$ cat src/rtl/uart_pkg.sv
// Shared definitions for the Avalon UART transmit responder:
// shift FSM state encodings, STATUS word bit positions and the default baud divisor.
package uart_pkg;

    typedef enum logic [2:0] {
        ST_IDLE   = 3'd0,
        ST_START  = 3'd1,
        ST_DATA   = 3'd2,
        ST_PARITY = 3'd3,
        ST_STOP   = 3'd4
    } tx_state_e;

    // STATUS word layout
    localparam int unsigned STAT_BUSY_BIT  = 0;
    localparam int unsigned STAT_FULL_BIT  = 1;
    localparam int unsigned STAT_EMPTY_BIT = 2;
    localparam int unsigned STAT_FREE_LSB  = 8;

    // 50 MHz clock, 115200 baud
    localparam int unsigned DEFAULT_BAUD_DIV = 434;

endpackage

$ cat src/rtl/uart_sync_fifo.sv
// Synchronous byte FIFO, 2**AW entries, first-word fall-through read port.
// Pushes while full and pops while empty are ignored.
module uart_sync_fifo #(
    parameter int unsigned AW = 4
) (
    input  logic          clk,
    input  logic          reset_n,
    input  logic          push,
    input  logic [7:0]    push_data,
    input  logic          pop,
    output logic [7:0]    pop_data,
    output logic          full,
    output logic          empty,
    output logic [AW:0]   count
);

    localparam logic [AW:0] DEPTH = (AW+1)'(1) << AW;

    logic [7:0]    mem_q [2**AW];
    logic [AW-1:0] wr_ptr_q, wr_ptr_d;
    logic [AW-1:0] rd_ptr_q, rd_ptr_d;
    logic [AW:0]   count_q, count_d;
    logic          push_ok;
    logic          pop_ok;

    assign full     = (count_q == DEPTH);
    assign empty    = (count_q == '0);
    assign count    = count_q;
    assign pop_data = mem_q[rd_ptr_q];
    assign push_ok  = push & ~full;
    assign pop_ok   = pop & ~empty;

    // Pointer and occupancy update
    always_comb begin
        wr_ptr_d = wr_ptr_q;
        rd_ptr_d = rd_ptr_q;
        count_d  = count_q;
        if (push_ok) begin
            wr_ptr_d = wr_ptr_q + 1'b1;
        end
        if (pop_ok) begin
            rd_ptr_d = rd_ptr_q + 1'b1;
        end
        count_d = count_q + (AW+1)'(push_ok) - (AW+1)'(pop_ok);
    end

    // Pointer and occupancy registers
    always_ff @(posedge clk or negedge reset_n) begin
        if (!reset_n) begin
            wr_ptr_q <= '0;
            rd_ptr_q <= '0;
            count_q  <= '0;
        end else begin
            wr_ptr_q <= wr_ptr_d;
            rd_ptr_q <= rd_ptr_d;
            count_q  <= count_d;
        end
    end

    // Storage array; contents need no reset since occupancy gates every read
    always_ff @(posedge clk) begin
        if (push_ok) begin
            mem_q[wr_ptr_q] <= push_data;
        end
    end

endmodule

$ cat src/rtl/av_uart_tx_responder.sv
// Avalon-MM UART transmitter: DATA register at BASE_ADDR queues bytes into a FIFO,
// STATUS at BASE_ADDR+1 reports busy/full/empty/free entries, bytes leave on txd.
// Build option: define AV_UART_TX_PARITY_EN to insert an even-parity bit (8E1 frame);
// otherwise frames are 8N1.
module av_uart_tx_responder
    import uart_pkg::*;
#(
    parameter logic [15:0] BASE_ADDR = 16'h0100,
    parameter int unsigned BAUD_DIV  = DEFAULT_BAUD_DIV,
    parameter int unsigned FIFO_AW   = 4
) (
    input  logic        clk,
    input  logic        reset_n,
    input  logic [15:0] av_address,
    input  logic [15:0] av_writedata,
    input  logic        av_write,
    input  logic        av_read,
    output logic [15:0] av_readdata,
    output logic        av_waitrequest,
    output logic        txd,
    output logic        tx_busy
);

    localparam logic [15:0]      BAUD_LOAD  = 16'(BAUD_DIV - 1);
    localparam logic [FIFO_AW:0] FIFO_DEPTH = (FIFO_AW+1)'(1) << FIFO_AW;

    tx_state_e        state_q, state_d;
    logic [15:0]      baud_q, baud_d;
    logic [2:0]       bit_idx_q, bit_idx_d;
    logic [7:0]       shift_q, shift_d;
    logic             txd_q, txd_d;
    logic             tx_busy_q, tx_busy_d;

    logic             sel_data;
    logic             sel_status;
    logic             fifo_push;
    logic             fifo_pop;
    logic [7:0]       fifo_rd_data;
    logic             fifo_full;
    logic             fifo_empty;
    logic [FIFO_AW:0] fifo_count;
    logic [15:0]      status_word;
    logic             bit_tick;
    logic [7:0]       unused_wdata_hi;

    assign unused_wdata_hi = av_writedata[15:8];

    assign sel_data   = (av_address == BASE_ADDR);
    assign sel_status = (av_address == BASE_ADDR + 16'd1);

    // Full is the pre-pop value, so a write colliding with a pop still waits one cycle
    assign av_waitrequest = av_write & sel_data & fifo_full;
    assign fifo_push      = av_write & sel_data & ~fifo_full;

    uart_sync_fifo #(
        .AW (FIFO_AW)
    ) u_fifo (
        .clk       (clk),
        .reset_n   (reset_n),
        .push      (fifo_push),
        .push_data (av_writedata[7:0]),
        .pop       (fifo_pop),
        .pop_data  (fifo_rd_data),
        .full      (fifo_full),
        .empty     (fifo_empty),
        .count     (fifo_count)
    );

    // STATUS word and read mux; a concurrent write takes priority and reads 0
    always_comb begin
        status_word                 = '0;
        status_word[STAT_BUSY_BIT]  = tx_busy_q;
        status_word[STAT_FULL_BIT]  = fifo_full;
        status_word[STAT_EMPTY_BIT] = fifo_empty;
        status_word[STAT_FREE_LSB +: 8] = 8'(FIFO_DEPTH - fifo_count);
        av_readdata = '0;
        if (av_read && !av_write && sel_status) begin
            av_readdata = status_word;
        end
    end

    assign bit_tick = (baud_q == '0);

    // Shift FSM next state, FIFO pop, bit counter, baud counter, registered line level
    always_comb begin
        state_d   = state_q;
        shift_d   = shift_q;
        bit_idx_d = bit_idx_q;
        baud_d    = baud_q;
        fifo_pop  = 1'b0;
        txd_d     = 1'b1;
        tx_busy_d = (state_q != ST_IDLE) | ~fifo_empty;

        unique case (state_q)
            ST_IDLE: begin
                if (!fifo_empty) begin
                    fifo_pop = 1'b1;
                    shift_d  = fifo_rd_data;
                    state_d  = ST_START;
                end
            end
            ST_START: begin
                if (bit_tick) begin
                    state_d = ST_DATA;
                end
            end
            ST_DATA: begin
                if (bit_tick) begin
                    // rotate so the full byte is back in place for the parity XOR
                    shift_d   = {shift_q[0], shift_q[7:1]};
                    bit_idx_d = bit_idx_q + 3'd1;
                    if (bit_idx_q == 3'd7) begin
`ifdef AV_UART_TX_PARITY_EN
                        state_d = ST_PARITY;
`else
                        state_d = ST_STOP;
`endif
                    end
                end
            end
            ST_PARITY: begin
                if (bit_tick) begin
                    state_d = ST_STOP;
                end
            end
            ST_STOP: begin
                if (bit_tick) begin
                    if (!fifo_empty) begin
                        fifo_pop = 1'b1;
                        shift_d  = fifo_rd_data;
                        state_d  = ST_START;
                    end else begin
                        state_d = ST_IDLE;
                    end
                end
            end
            default: begin
                state_d = ST_IDLE;
            end
        endcase

        if (state_q == ST_IDLE) begin
            baud_d = (state_d != ST_IDLE) ? BAUD_LOAD : '0;
        end else if (bit_tick) begin
            baud_d = (state_d == ST_IDLE) ? '0 : BAUD_LOAD;
        end else begin
            baud_d = baud_q - 16'd1;
        end

        unique case (state_q)
            ST_START:  txd_d = 1'b0;
            ST_DATA:   txd_d = shift_q[0];
            ST_PARITY: txd_d = ^shift_q;
            default:   txd_d = 1'b1;
        endcase
    end

    // Transmitter state registers; reset forces the line idle immediately
    always_ff @(posedge clk or negedge reset_n) begin
        if (!reset_n) begin
            state_q   <= ST_IDLE;
            shift_q   <= '0;
            bit_idx_q <= '0;
            baud_q    <= '0;
            txd_q     <= 1'b1;
            tx_busy_q <= 1'b0;
        end else begin
            state_q   <= state_d;
            shift_q   <= shift_d;
            bit_idx_q <= bit_idx_d;
            baud_q    <= baud_d;
            txd_q     <= txd_d;
            tx_busy_q <= tx_busy_d;
        end
    end

    assign txd     = txd_q;
    assign tx_busy = tx_busy_q;

endmodule

$ cat config.mk
export PLATFORM = sky130hd
export DESIGN_NAME = av_uart_tx_responder
export DESIGN_NICKNAME = d
export VERILOG_FILES = /design/src/rtl/uart_pkg.sv /design/src/rtl/uart_sync_fifo.sv /design/src/rtl/av_uart_tx_responder.sv
export SDC_FILE = /design/constraint.sdc
export NUM_CORES = 1
export LEC_CHECK = 0
export CAP_MARGIN = 20
export CELL_PAD_IN_SITES_DETAIL_PLACEMENT = 0
export CELL_PAD_IN_SITES_GLOBAL_PLACEMENT = 1
export CORE_MARGIN = 5
export CORE_UTILIZATION = 45
export DETAILED_ROUTE_END_ITERATION = 10
export HOLD_SLACK_MARGIN = 0.12
export PLACE_DENSITY_LB_ADDON = 0.08
export SETUP_SLACK_MARGIN = 0.15
export SLEW_MARGIN = 20
export SYNTH_ARGS = -nofsm -noshare
export SYNTH_HDL_FRONTEND = slang
export SYNTH_SLANG_ARGS = --single-unit
$ cat constraint.sdc
create_clock -name clk -period 4.55 [get_ports clk]
set_input_delay 1.1375 -clock clk [delete_from_list [all_inputs] [get_ports clk]]
set_output_delay 1.1375 -clock clk [all_outputs]
set_load 0.02 [all_outputs]
**Yosys cells after proc, flatten, opt, wreduce, memory -nomap -nowiden**

Memories as Yosys holds them, arrays and structs flattened.
Index checks and enable logic that the tools add are counted.

- RAM bits: 128
- Memories: 1
- Register bits: 45
- Output and inout bits: 19
- Logic and storage cells: 71

Memory list:

| memory | depth | width | rd ports | clocked after Yosys merged registers in | wr ports | line | text |
|---|---|---|---|---|---|---|---|
| u_fifo.mem_q | 16 | 8 | 1 | 0 | 1 | uart_sync_fifo.sv:19 | `logic [7:0] mem_q [2**AW];` |

- Bitwise logic cells: 8
- Eq/ne operators: 10
- $add $sub $neg: 7
- Reductions and logical operators: 13
- Multiplexer cells: 23

Operators by type and width:

| operator | count |
|---|---|
| 2-to-1 mux 16 bit | 3 |
| equality test 16 x 9 -> 1 bit (second input constant) | 2 |
| 2-to-1 mux 8 bit | 3 |
| case mux 8 bit (3 select lines) | 1 |
| 2-to-1 mux 3 bit | 6 |
| 2-to-1 mux 9 bit | 2 |
| zero test 16 bit | 1 |
| subtractor 16 x 1 -> 16 bit (second input constant) | 1 |
| case mux 3 bit (5 select lines) | 1 |
| nonzero test 3 bit | 3 |
| adder 4 x 1 -> 4 bit (second input constant) | 2 |
| parity 8 bit | 1 |
| equality test 3 x 2 -> 1 bit (second input constant) | 2 |
| equality test 3 bit (second input constant) | 2 |
| zero test 3 bit | 2 |
| subtractor 5 x 5 -> 6 bit (first input constant) | 1 |
| adder 5 x 1 -> 5 bit | 1 |
| AND 1 bit | 5 |
| equality test 5 bit (second input constant) | 1 |
| zero test 5 bit | 1 |
| 2-to-1 mux 1 bit | 5 |
| subtractor 5 x 1 -> 5 bit | 1 |
| inequality test 2 bit (second input constant) | 2 |
| adder 3 x 1 -> 3 bit (second input constant) | 1 |
| 9 further kinds | 11 |

**Logic depth before layout (Yosys ltp)**

Gate-level depths: netlist of the first run.

- Depth in word-level cells: 8
- Gate-level depth with buffers: 18
- Depth with buffers taken out: 17

**By module**

A second synthesis of the first run with hierarchy kept.

- Cell total of the unflattened synthesis: 511
- Area total of the unflattened synthesis: 7795.0 um^2

Modules (own cells, without submodules):

| module | instances | sequential area each (um^2) | area an instance (um^2) | cells each |
|---|---|---|---|---|
| uart_sync_fifo | 1 | 4169.0 | 5863.1 | 319 |
| av_uart_tx_responder | 1 | 802.0 | 1931.9 | 192 |

**Worst setup path before layout of the first run**

Ideal clock, no wire load.

- Path type: input -> output
- Start: in av_address[9]
- End: out av_readdata[14]
- Required time: 3.413 ns
- Path slack: 0.657 ns
- Arrival: 2.756 ns
- Path buffers: 2
- Stages on the path: 5
- Path through: or4b_2 clkbuf_1 nor3_1 and3_1 buf_4

- Cells in the longest elaborated chain, start to end: 3

RTL lines:

| what | line | text |
|---|---|---|
| start, declared | av_uart_tx_responder.sv:14 | `input logic [15:0] av_address,` |
| equality test 16 x 9 -> 1 bit | av_uart_tx_responder.sv:49 | `assign sel_status = (av_address == BASE_ADDR + 16'd1);` |
| logical AND 1 bit | av_uart_tx_responder.sv:77 | `if (av_read && !av_write && sel_status) begin` |
| 2-to-1 mux 16 bit | av_uart_tx_responder.sv:77 |  |
| end, declared | av_uart_tx_responder.sv:18 | `output logic [15:0] av_readdata,` |

Every way passes these cells.

**Worst setup path after layout of the first run**

- Start: in av_address[9]
- End: out av_readdata[10]

Same word-level chain as after synthesis.

==> results of run 1 <==
[power groups by stage]
stage / clock network [mW] / logic (mW) / registers, mW
2_1_floorplan: 0 / 0.0529 / 1.74
3_3_place_gp: 0 / 0.103 / 1.75
3_5_place_dp: 0 / 0.106 / 1.75
4_1_cts: 1.58 / 0.107 / 1.71
5_1_grt: 1.64 / 0.121 / 1.71
6_report: 1.54 / 0.105 / 1.71
[registers in the layout, summed over array words and instances (netlist names)]
signal and cells:
baud_q 16, bit_idx_q 3, shift_q 8, state_q 3, tx_busy 1, txd 1, u_fifo.count 5, u_fifo.mem_q 128
u_fifo.rd_ptr_q 4, u_fifo.wr_ptr_q 4
[path summary, 6_finish.rpt]
path	to	cells after the start
hold reg to reg	bit_idx_q[0]$_DFFE_PN0P_	1
hold / removal	bit_idx_q[0]$_DFFE_PN0P_	1
max in group asynchronous	txd$_DFF_PN1_	2
min in group asynchronous	baud_q[6]$_DFF_PN0_	1
setup / recovery	av_readdata[10]	5
setup reg to reg	u_fifo.count[4]$_DFF_PN0_	15
[cell usage after synthesis, drive strengths merged, types with 3 or more instances]
cell type	count	share of area, %
xnor2	25	2.9
nand2b	4	0.33
nor4	11	0.99
a32oi	8	0.92
mux2	3	0.45
a31oi	10	0.82
or4	4	0.45
nor3	12	0.94
nor2b	3	0.25
edfxtp	128	51
o21ai	5	0.33
nand2	14	0.69
or2	5	0.41
buf	12	1.1
a21oi	15	0.99
dfrtp	44	15
xor2	7	0.81
clkbuf	19	0.96
nand3	9	0.59
nor2	40	2.0
inv	20	0.99
a22oi	25	2.5
mux2i	64	8.4
ha	19	3.1
nand3b	4	0.40
and2	17	1.4
[kinds of logic after synthesis]
| logic type | after synthesis | share of synthesized area, % |
|---|---|---|
| flops | 173 | 65.5 |
| simple gates | 133 | 9.39 |
| compound gates | 67 | 6.04 |
| mux | 67 | 8.89 |
| buf+inv | 51 | 3.00 |
| xor+xnor | 32 | 3.70 |
| fa+ha+maj | 20 | 3.40 |
| other cells | 1 | 0.0494 |
[metal layers]
layer  vias up  part of all wire [%]
met1      2210                    47
met2        72                    48
met5         -                     0
met4         0                   1.4
li1       2107                     -
met3        17                   4.1
[critical path, cell delays in order]
cell	delay, ns
clkdlybuf4s50_1	0.39
or4b_2	0.73
buf_4	0.20
nor4_1	0.27
dlygate4sd2_1	0.37
[final cells by class]
cell class	count	area share (%)
inverters	20	0.846
clock inverters	14	2.26
clock buffers	18	4.83
repair buffers	56	5.71
well taps	220	3.10
flip-flops and latches	173	56.0
multi-input cells	324	27.2
[repair_timing]
item | CTS | global route
resized for setup | 12 | 2
setup endpoints to repair | 12 | 1
pin swaps | 0 | 0
[cell usage in the layout (no fill, tap or decap), drive strengths merged, types with 12 or more instances in the layout]
master	n
xnor2	25
edfxtp	128
mux2i	64
nand2	14
a21oi	15
clkbuf	18
nor2	40
clkdlybuf4s50	28
dfrtp	44
and2	17
a22oi	25
buf	16
nor3	12
inv	27
ha	19
[stage by stage]
step | cell area [sq um] | power, mW | setup WS, ns
2_1_floorplan | 7600 | 1.80 | 0.657
3_3_place_gp | 8240 | 1.85 | -0.0658
3_5_place_dp | 8240 | 1.85 | -0.0674
4_1_cts | 8860 | 3.40 | 0.0311
5_1_grt | 8880 | 3.47 | 0.210
6_report | 8880 | 3.36 | 0.301
==> flow_summary_export.csv, run 1 <==
group,metric,value,unit
placed_design,place_congestion,0.764,
grt,overflow,0,
layout,diodes,0,
grt,grt.total_usage,16.3,%
layout,regArea,4970,sq um
sta,grt_setup_unrepaired,"no",
clock_tree,ctsHtreeMaxLevel,4,
die,start_util,45.7,%
synthesis,syn_area_per_cell,13.9,sq um
clock_tree,cts_tree,"built",
grt,first_global_vias,4394,
layout,area_growth,17.0,%
worst_setup_path,startpoint,"av_address[9]",
grt,grt_pass1_wl,24500,microns
power,combPwrFrac,3.1,%
route,drc,0,
worst_setup_path,ff2ff_setup_slack,0.82,ns
clock_tree,cts_root_buf,"clkbuf_16",
run_status,status,"completed",
worst_setup_path,cp-end-kind,"output port",
worst_setup_path,critical_path_class,"in2out",
worst_setup_path,crit_arrival,3.11,ns
die,die_area,19600,sq um
route,vias,4406,
synthesis,ys_seq_elements,173,
worst_hold_path,hold_class,"reg2reg",
grt,grtUsageMet1,22.8,%
worst_setup_path,path_max_fanout,7,
synthesis,yosysUniqueCellTypes,50,
route,drt_first_pass_iters,4,
die,die_h,140,microns
sta,relSlewSlack,44.1,%
sta,post-route-period-util,93.4,%
grt,grt_max_degree,44,
placed_design,hpwl,10400,microns
power,power.switching,0.678,mW
die,io-pin-count,55,
placed_design,port_buffers,41,
worst_hold_path,hp-start,"bit_idx_q[0]$_DFFE_PN0P_",
power,power_frac_seq,51.0,%
power,power.density,379,nW/um^2
synthesis,synth_edf_count,128,
route,postRouteAntennaNets,0,
synthesis,synth-seq-area-share,65.5,%
die,row_count,47,
sta,whs,0.498,ns
layout,layout.nets,648,
clock_tree,holdBufCountCts,0,
clock_tree,cts_buffers,17,
grt,antenna_found_initial,0,
power,ir_drop,0.266,mV
layout,multiInputGateArea,2420,sq um
worst_setup_path,r2r_start,"baud_q[6]$_DFF_PN0_",
layout,n_fill_cell,1442,
sta,period_needed,4.25,ns
worst_setup_path,start_kind,"input port",
clock_tree,post_cts_buffers,0,
route,wire_per_inst,18.8,microns
layout,drive_gt1_share,10.1,%
route,viasPerCell,5.34,
synthesis,synthCells,544,
grt,met3_usage,3.57,%
sta,clock.fmax,235,MHz
grt,busiest_layer,"met2",
worst_setup_path,crit_required,3.41,ns
clock_tree,cts_sinks,173,
clock_tree,path_clk_slew,0.06,ns
grt,use_met2,25.4,%
sta,clock_skew,0.0121,ns
clock_tree,cts_max_path_buffers,2,
power,clockPowerShare,45.9,%
layout,fin_util,53.5,%
placed_design,place_inst,793,
synthesis,syn_area,7580,sq um
die,design.core.area,16600,sq um
route,drtIter0Drc,266,
sta,setup_violations,0,
sta,slew_violations,0,
clock_tree,clock_latency,0.43,ns
run,cap_violations,0,
power,power.internal,2.68,mW
sta,setup_tns,0,ns
power,swShare,20.2,%
route,routed_wl,15500,microns
synthesis,ys.flop_type,"edfxtp_1",
synthesis,async_flop_share,26.0,%
die,fp.dieW,140,microns
layout,final_cells,825,
power,p_leak,3.74,nW
sta,tightest_slew,0.836,ns
synthesis,ys_warn_count,0,
sta,hold_viol_final,0,
Note: power is estimated with default switching activity, not from simulation.
==> inputs of run 2 (changes only) <==
--- a/config.mk
+++ b/config.mk
@@ -10,9 +10,11 @@
 export CELL_PAD_IN_SITES_GLOBAL_PLACEMENT = 1
 export CORE_MARGIN = 5
 export CORE_UTILIZATION = 45
+export CTS_CLUSTER_SIZE = 25
 export DETAILED_ROUTE_END_ITERATION = 10
 export HOLD_SLACK_MARGIN = 0.12
 export PLACE_DENSITY_LB_ADDON = 0.08
+export RECOVER_POWER = 25
 export SETUP_SLACK_MARGIN = 0.15
 export SLEW_MARGIN = 20
 export SYNTH_ARGS = -nofsm -noshare
==> flow_summary_export.csv, run 2 (synthesis gave the netlist of run 1 again) <==
group,metric,value,unit
run_status,status,"finished with violations",
run_status,violations,"capacitance limit, slew limit",
layout,final_common_cell,"edfxtp_1",
clock_tree,path_clk_slew,0.06,ns
sta,tightest_slew,1.77,ns
worst_setup_path,crit_required,3.41,ns
clock_tree,ctsHtreeMaxLevel,4,
layout,largest_reg_flops,128,
grt,overflow,0,
placed_design,port_buffers,41,
placed_design,hpwl,10400,microns
die,start_util,45.7,%
die,die_area,19600,sq um
worst_setup_path,start_kind,"input port",
route,vias,4346,
route,drt_first_pass_iters,4,
sta,clock.fmax,235,MHz
placed_design,pre_cts_slack,-0.0674,ns
worst_setup_path,crit_arrival,3.11,ns
placed_design,place_congestion,0.764,
layout,diodes,0,
worst_setup_path,startpoint,"av_address[9]",
clock_tree,cts_max_path_buffers,2,
layout,largestRegisters,"u_fifo.mem_q (128), baud_q (16), shift_q (8)",
grt,first_global_vias,4394,
layout,fin_util,53.5,%
worst_hold_path,hp-start,"bit_idx_q[0]$_DFFE_PN0P_",
grt,grt.total_usage,16.3,%
clock_tree,clock_latency,0.43,ns
worst_setup_path,critical_path_class,"in2out",
clock_tree,cts_sinks,173,
run,cap_violations,1,
die,fp.dieW,140,microns
layout,drive_gt1_share,9.75,%
clock_tree,cts_buffers,17,
route,drtIter0Drc,299,
layout,layout.nets,648,
layout,regMostFlops,"u_fifo.mem_q",
sta,worst_slack,0.301,ns
sta,slew_violations,32,
sta,relSlewSlack,-17.8,%
sta,grt_setup_unrepaired,"no",
layout,n_fill_cell,1441,
layout,multiInputGateArea,2420,sq um
clock_tree,cts_resized,12,
clock_tree,cts_tree,"built",
route,viasPerCell,5.27,
sta,post-route-period-util,93.4,%
power,power.density,378,nW/um^2
route,postRouteAntennaNets,0,
worst_setup_path,r2r_start,"baud_q[6]$_DFF_PN0_",
sta,clock_skew,0.0164,ns
die,design.core.area,16600,sq um
worst_setup_path,ff2ff_setup_slack,0.83,ns
worst_hold_path,hold_class,"reg2reg",
power,p_leak,3.73,nW
grt,grt_pass1_wl,24500,microns
clock_tree,holdBufCountCts,0,
sta,period_needed,4.25,ns
route,routed_wl,15500,microns
die,die_h,140,microns
route,wire_per_inst,18.8,microns
grt,antenna_found_initial,0,
clock_tree,cts_root_buf,"clkbuf_16",
layout,final_cell_mix,"edfxtp_1 (128), mux2i_1 (64), dfrtp_1 (43)",
route,drc,0,
clock_tree,post_cts_buffers,0,
sta,hold_viol_final,0,
die,io-pin-count,55,
layout,regArea,4970,sq um
grt,grt_max_degree,44,
worst_setup_path,path_max_fanout,7,
worst_setup_path,cp-end-kind,"output port",
sta,setup_violations,0,
power,ir_drop,0.265,mV
layout,area_growth,17.0,%
die,row_count,47,
==> run 2: report_power, final <==
group	total, mW	switching [mW]	internal (mW)	leakage (nW)
clock	1.54	0.607	0.931	0.306
sequential	1.71	0.00666	1.71	1.70
combinational	0.104	0.0584	0.0455	1.73
==> run 2: routing by layer <==
metal  share of wire, %  global-route usage (%)
met1                 46                    22.8
met2                 48                    25.4
met3                4.8                    3.57
met4               0.97                    6.02
met5                  0                       0
==> run 2: area by class of cell <==
cell class,count,area share [%]
well taps,220,3.10
clock inverters,14,2.26
clock buffers,18,4.84
repair buffers,56,5.66
flip-flops and latches,173,56.1
inverters,20,0.846
multi-input cells,324,27.2
==> run 2: through the flow <==
step | hold slack [ns] | cell area, sq um | std cells | power [mW] | setup TNS, ns
6_report | 0.498 | 8870 | 825 | 3.35 | 0
2_1_floorplan | 0.448 | 7600 | 548 | 1.80 | 0
5_1_grt | 0.519 | 8870 | 825 | 3.47 | 0
3_3_place_gp | 0.461 | 8240 | 793 | 1.85 | -0.233
3_5_place_dp | 0.485 | 8240 | 793 | 1.85 | -0.274
4_1_cts | 0.499 | 8860 | 825 | 3.40 | 0
==> run 2: worst paths after layout <==
kind,end,depth (start not counted)
hold reg to reg,bit_idx_q[0]$_DFFE_PN0P_,1
setup reg to reg,u_fifo.count[4]$_DFF_PN0_,15
min in group asynchronous,baud_q[14]$_DFF_PN0_,1
setup / recovery,av_readdata[10],5
max in group asynchronous,shift_q[6]$_DFFE_PN0P_,2
hold / removal,bit_idx_q[0]$_DFFE_PN0P_,1
==> run 2: critical path, cell delays in order <==
cell and delay [ns]:
clkdlybuf4s50_1 0.39, or4b_2 0.73, buf_4 0.20, nor4_1 0.27, dlygate4sd2_1 0.37
==> inputs of run 3 (changes only) <==
--- a/config.mk
+++ b/config.mk
@@ -8,9 +8,8 @@
 export CAP_MARGIN = 20
 export CELL_PAD_IN_SITES_DETAIL_PLACEMENT = 0
 export CELL_PAD_IN_SITES_GLOBAL_PLACEMENT = 1
-export CORE_MARGIN = 5
 export CORE_UTILIZATION = 45
-export CTS_CLUSTER_SIZE = 25
+export CTS_CLUSTER_SIZE = 12
 export DETAILED_ROUTE_END_ITERATION = 10
 export HOLD_SLACK_MARGIN = 0.12
 export PLACE_DENSITY_LB_ADDON = 0.08
==> flow_summary_export.csv, run 3 (synthesis gave the netlist of run 1 again) <==
group,metric,value,unit
sta,post-route-period-util,93.7,%
layout,layout.nets,646,
route,wl_met1,6700,microns
worst_setup_path,ff2ff_setup_slack,0.83,ns
layout,multiInputGateArea,2420,sq um
layout,area_growth,16.3,%
route,drt_first_pass_iters,4,
power,power.internal,2.57,mW
layout,final_cell_mix,"edfxtp_1 (128), mux2i_1 (64), dfrtp_1 (43)",
worst_setup_path,max_stage_delay,0.73,ns
clock_tree,ctsHtreeMaxLevel,4,
route,viasPerCell,5.32,
worst_setup_path,start_kind,"input port",
sta,clock_skew,0.0120,ns
die,fp.dieW,132,microns
placed_design,dpl-instance-area,8230,sq um
route,drtIter0Drc,260,
power,p_leak,3.71,nW
layout,diodes,0,
route,routed_wl,15500,microns
layout,regMostFlops,"u_fifo.mem_q",
worst_setup_path,cp-end-kind,"output port",
layout,n_fill_cell,1400,
worst_setup_path,crit_required,3.41,ns
clock_tree,cts_root_buf,"clkbuf_16",
worst_setup_path,r2r_start,"baud_q[9]$_DFF_PN0_",
power,power.switching,0.679,mW
worst_setup_path,critPathSlowestCell,"or4b_2",
power,power_frac_seq,52.7,%
clock_tree,path_clk_slew,0.07,ns
route,met3_length,751,microns
layout,drive_gt1_share,9.62,%
clock_tree,cts_tree,"built",
power,combPwrFrac,3.2,%
route,vias,4377,
sta,period_needed,4.26,ns
worst_setup_path,path_cells,"clkdlybuf4s50_1, or4b_2, buf_4, nor4_1, dlygate4sd2_1",
worst_setup_path,critical_path_class,"in2out",
route,drc,0,
layout,final_common_cell,"edfxtp_1",
grt,antenna_found_initial,0,
sta,grt_setup_unrepaired,"no",
die,row_count,47,
power,ir_drop,0.250,mV
worst_setup_path,crit_arrival,3.12,ns
die,design.core.area,16500,sq um
worst_hold_path,hold_class,"reg2reg",
clock_tree,cts_sinks,173,
power,p_total,3.25,mW
die,io-pin-count,55,
worst_hold_path,hp-start,"bit_idx_q[0]$_DFFE_PN0P_",
power,clockPowerShare,44.1,%
sta,tightest_slew,1.40,ns
layout,regArea,4970,sq um
placed_design,place_inst,791,
sta,slew_violations,0,
die,start_util,45.9,%
route,wl_met2,7840,microns
sta,hold_viol_final,0,
placed_design,place_congestion,0.775,
layout,fin_util,53.4,%
power,swShare,20.9,%
run,cap_violations,0,
sta,setup_violations,0,
route,dr.max_layer_used,"met4",
clock_tree,cts_buffers,17,
layout,largest_reg_flops,128,
grt,grt.total_usage,19.0,%
clock_tree,cts_max_path_buffers,2,
route,postRouteAntennaNets,0,
layout,largestRegisters,"u_fifo.mem_q (128), baud_q (16), shift_q (8)",
route,wire_per_inst,18.8,microns
grt,grt_max_degree,54,
power,power.density,368,nW/um^2
run_status,status,"completed",
die,die_area,17400,sq um
worst_setup_path,path_max_fanout,7,
worst_setup_path,startpoint,"av_address[9]",
grt,first_global_vias,4423,
sta,relSlewSlack,6.38,%
die,die_h,132,microns
placed_design,hpwl,10200,microns
grt,grt_pass1_wl,24500,microns
layout,final_cells,823,
placed_design,port_buffers,41,
grt,overflow,0,
layout,finalInstanceArea,8820,sq um
sta,clock.fmax,235,MHz
clock_tree,clock_latency,0.43,ns
run 3: worst paths after layout:
path                            cells after the start                             end
worst max-delay path                                5                 av_readdata[12]
worst min-delay path                                1        bit_idx_q[0]$_DFFE_PN0P_
worst max register to register                     15       u_fifo.count[4]$_DFF_PN0_
worst min register to register                      1        bit_idx_q[0]$_DFFE_PN0P_
max in group asynchronous                           2  u_fifo.rd_ptr_q[0]$_DFFE_PN0P_
min in group asynchronous                           1             baud_q[6]$_DFF_PN0_
run 3: final cells by class:
class / instances / area share [%]
clock buffer: 18 / 4.87
multi-input combinational: 324 / 27.4
timing repair buffer: 54 / 5.56
sequential: 173 / 56.4
clock inverter: 14 / 1.76
inverter: 20 / 0.851
tap: 220 / 3.12
run 3: worst max-delay path, delay by kind of cell:
kind	cells	cell delay, ns
buf+inv	3	0.98
simple gates	2	1.00
run 3: power by group through the flow:
| stage | Clock, mW | Combinational (mW) | Sequential, mW |
|---|---|---|---|
| finish | 1.43 | 0.104 | 1.71 |
| global route | 1.53 | 0.119 | 1.71 |
| CTS | 1.46 | 0.108 | 1.71 |
| detailed placement | 0 | 0.107 | 1.75 |
| global placement | 0 | 0.105 | 1.75 |
| floorplan | 0 | 0.0529 | 1.74 |
run 3: what timing repair did:
action | 4_1_cts | 5_1_grt
gates cloned | 0 | 0
gates resized for setup | 11 | 3
endpoints found under the setup margin | 12 | 2
buffers inserted | 0 | 0
hold buffers | 0 | 0
run 3: metal layers:
metal / vias up / global-route usage [%]
li1: 2102 / -
met1: 2180 / 24.8
met2: 82 / 31.6
met3: 13 / 4.34
met4: 0 / 6.07
met5: - / 0
run 3: stage by stage:
stage | setup slack [ns] | setup TNS (ns) | hold WS [ns]
4_1_cts | 0.0511 | 0 | 0.481
3_5_place_dp | -0.0382 | -0.114 | 0.467
5_1_grt | 0.195 | 0 | 0.496
3_3_place_gp | -0.0554 | -0.186 | 0.462
2_1_floorplan | 0.657 | 0 | 0.448
6_report | 0.289 | 0 | 0.484
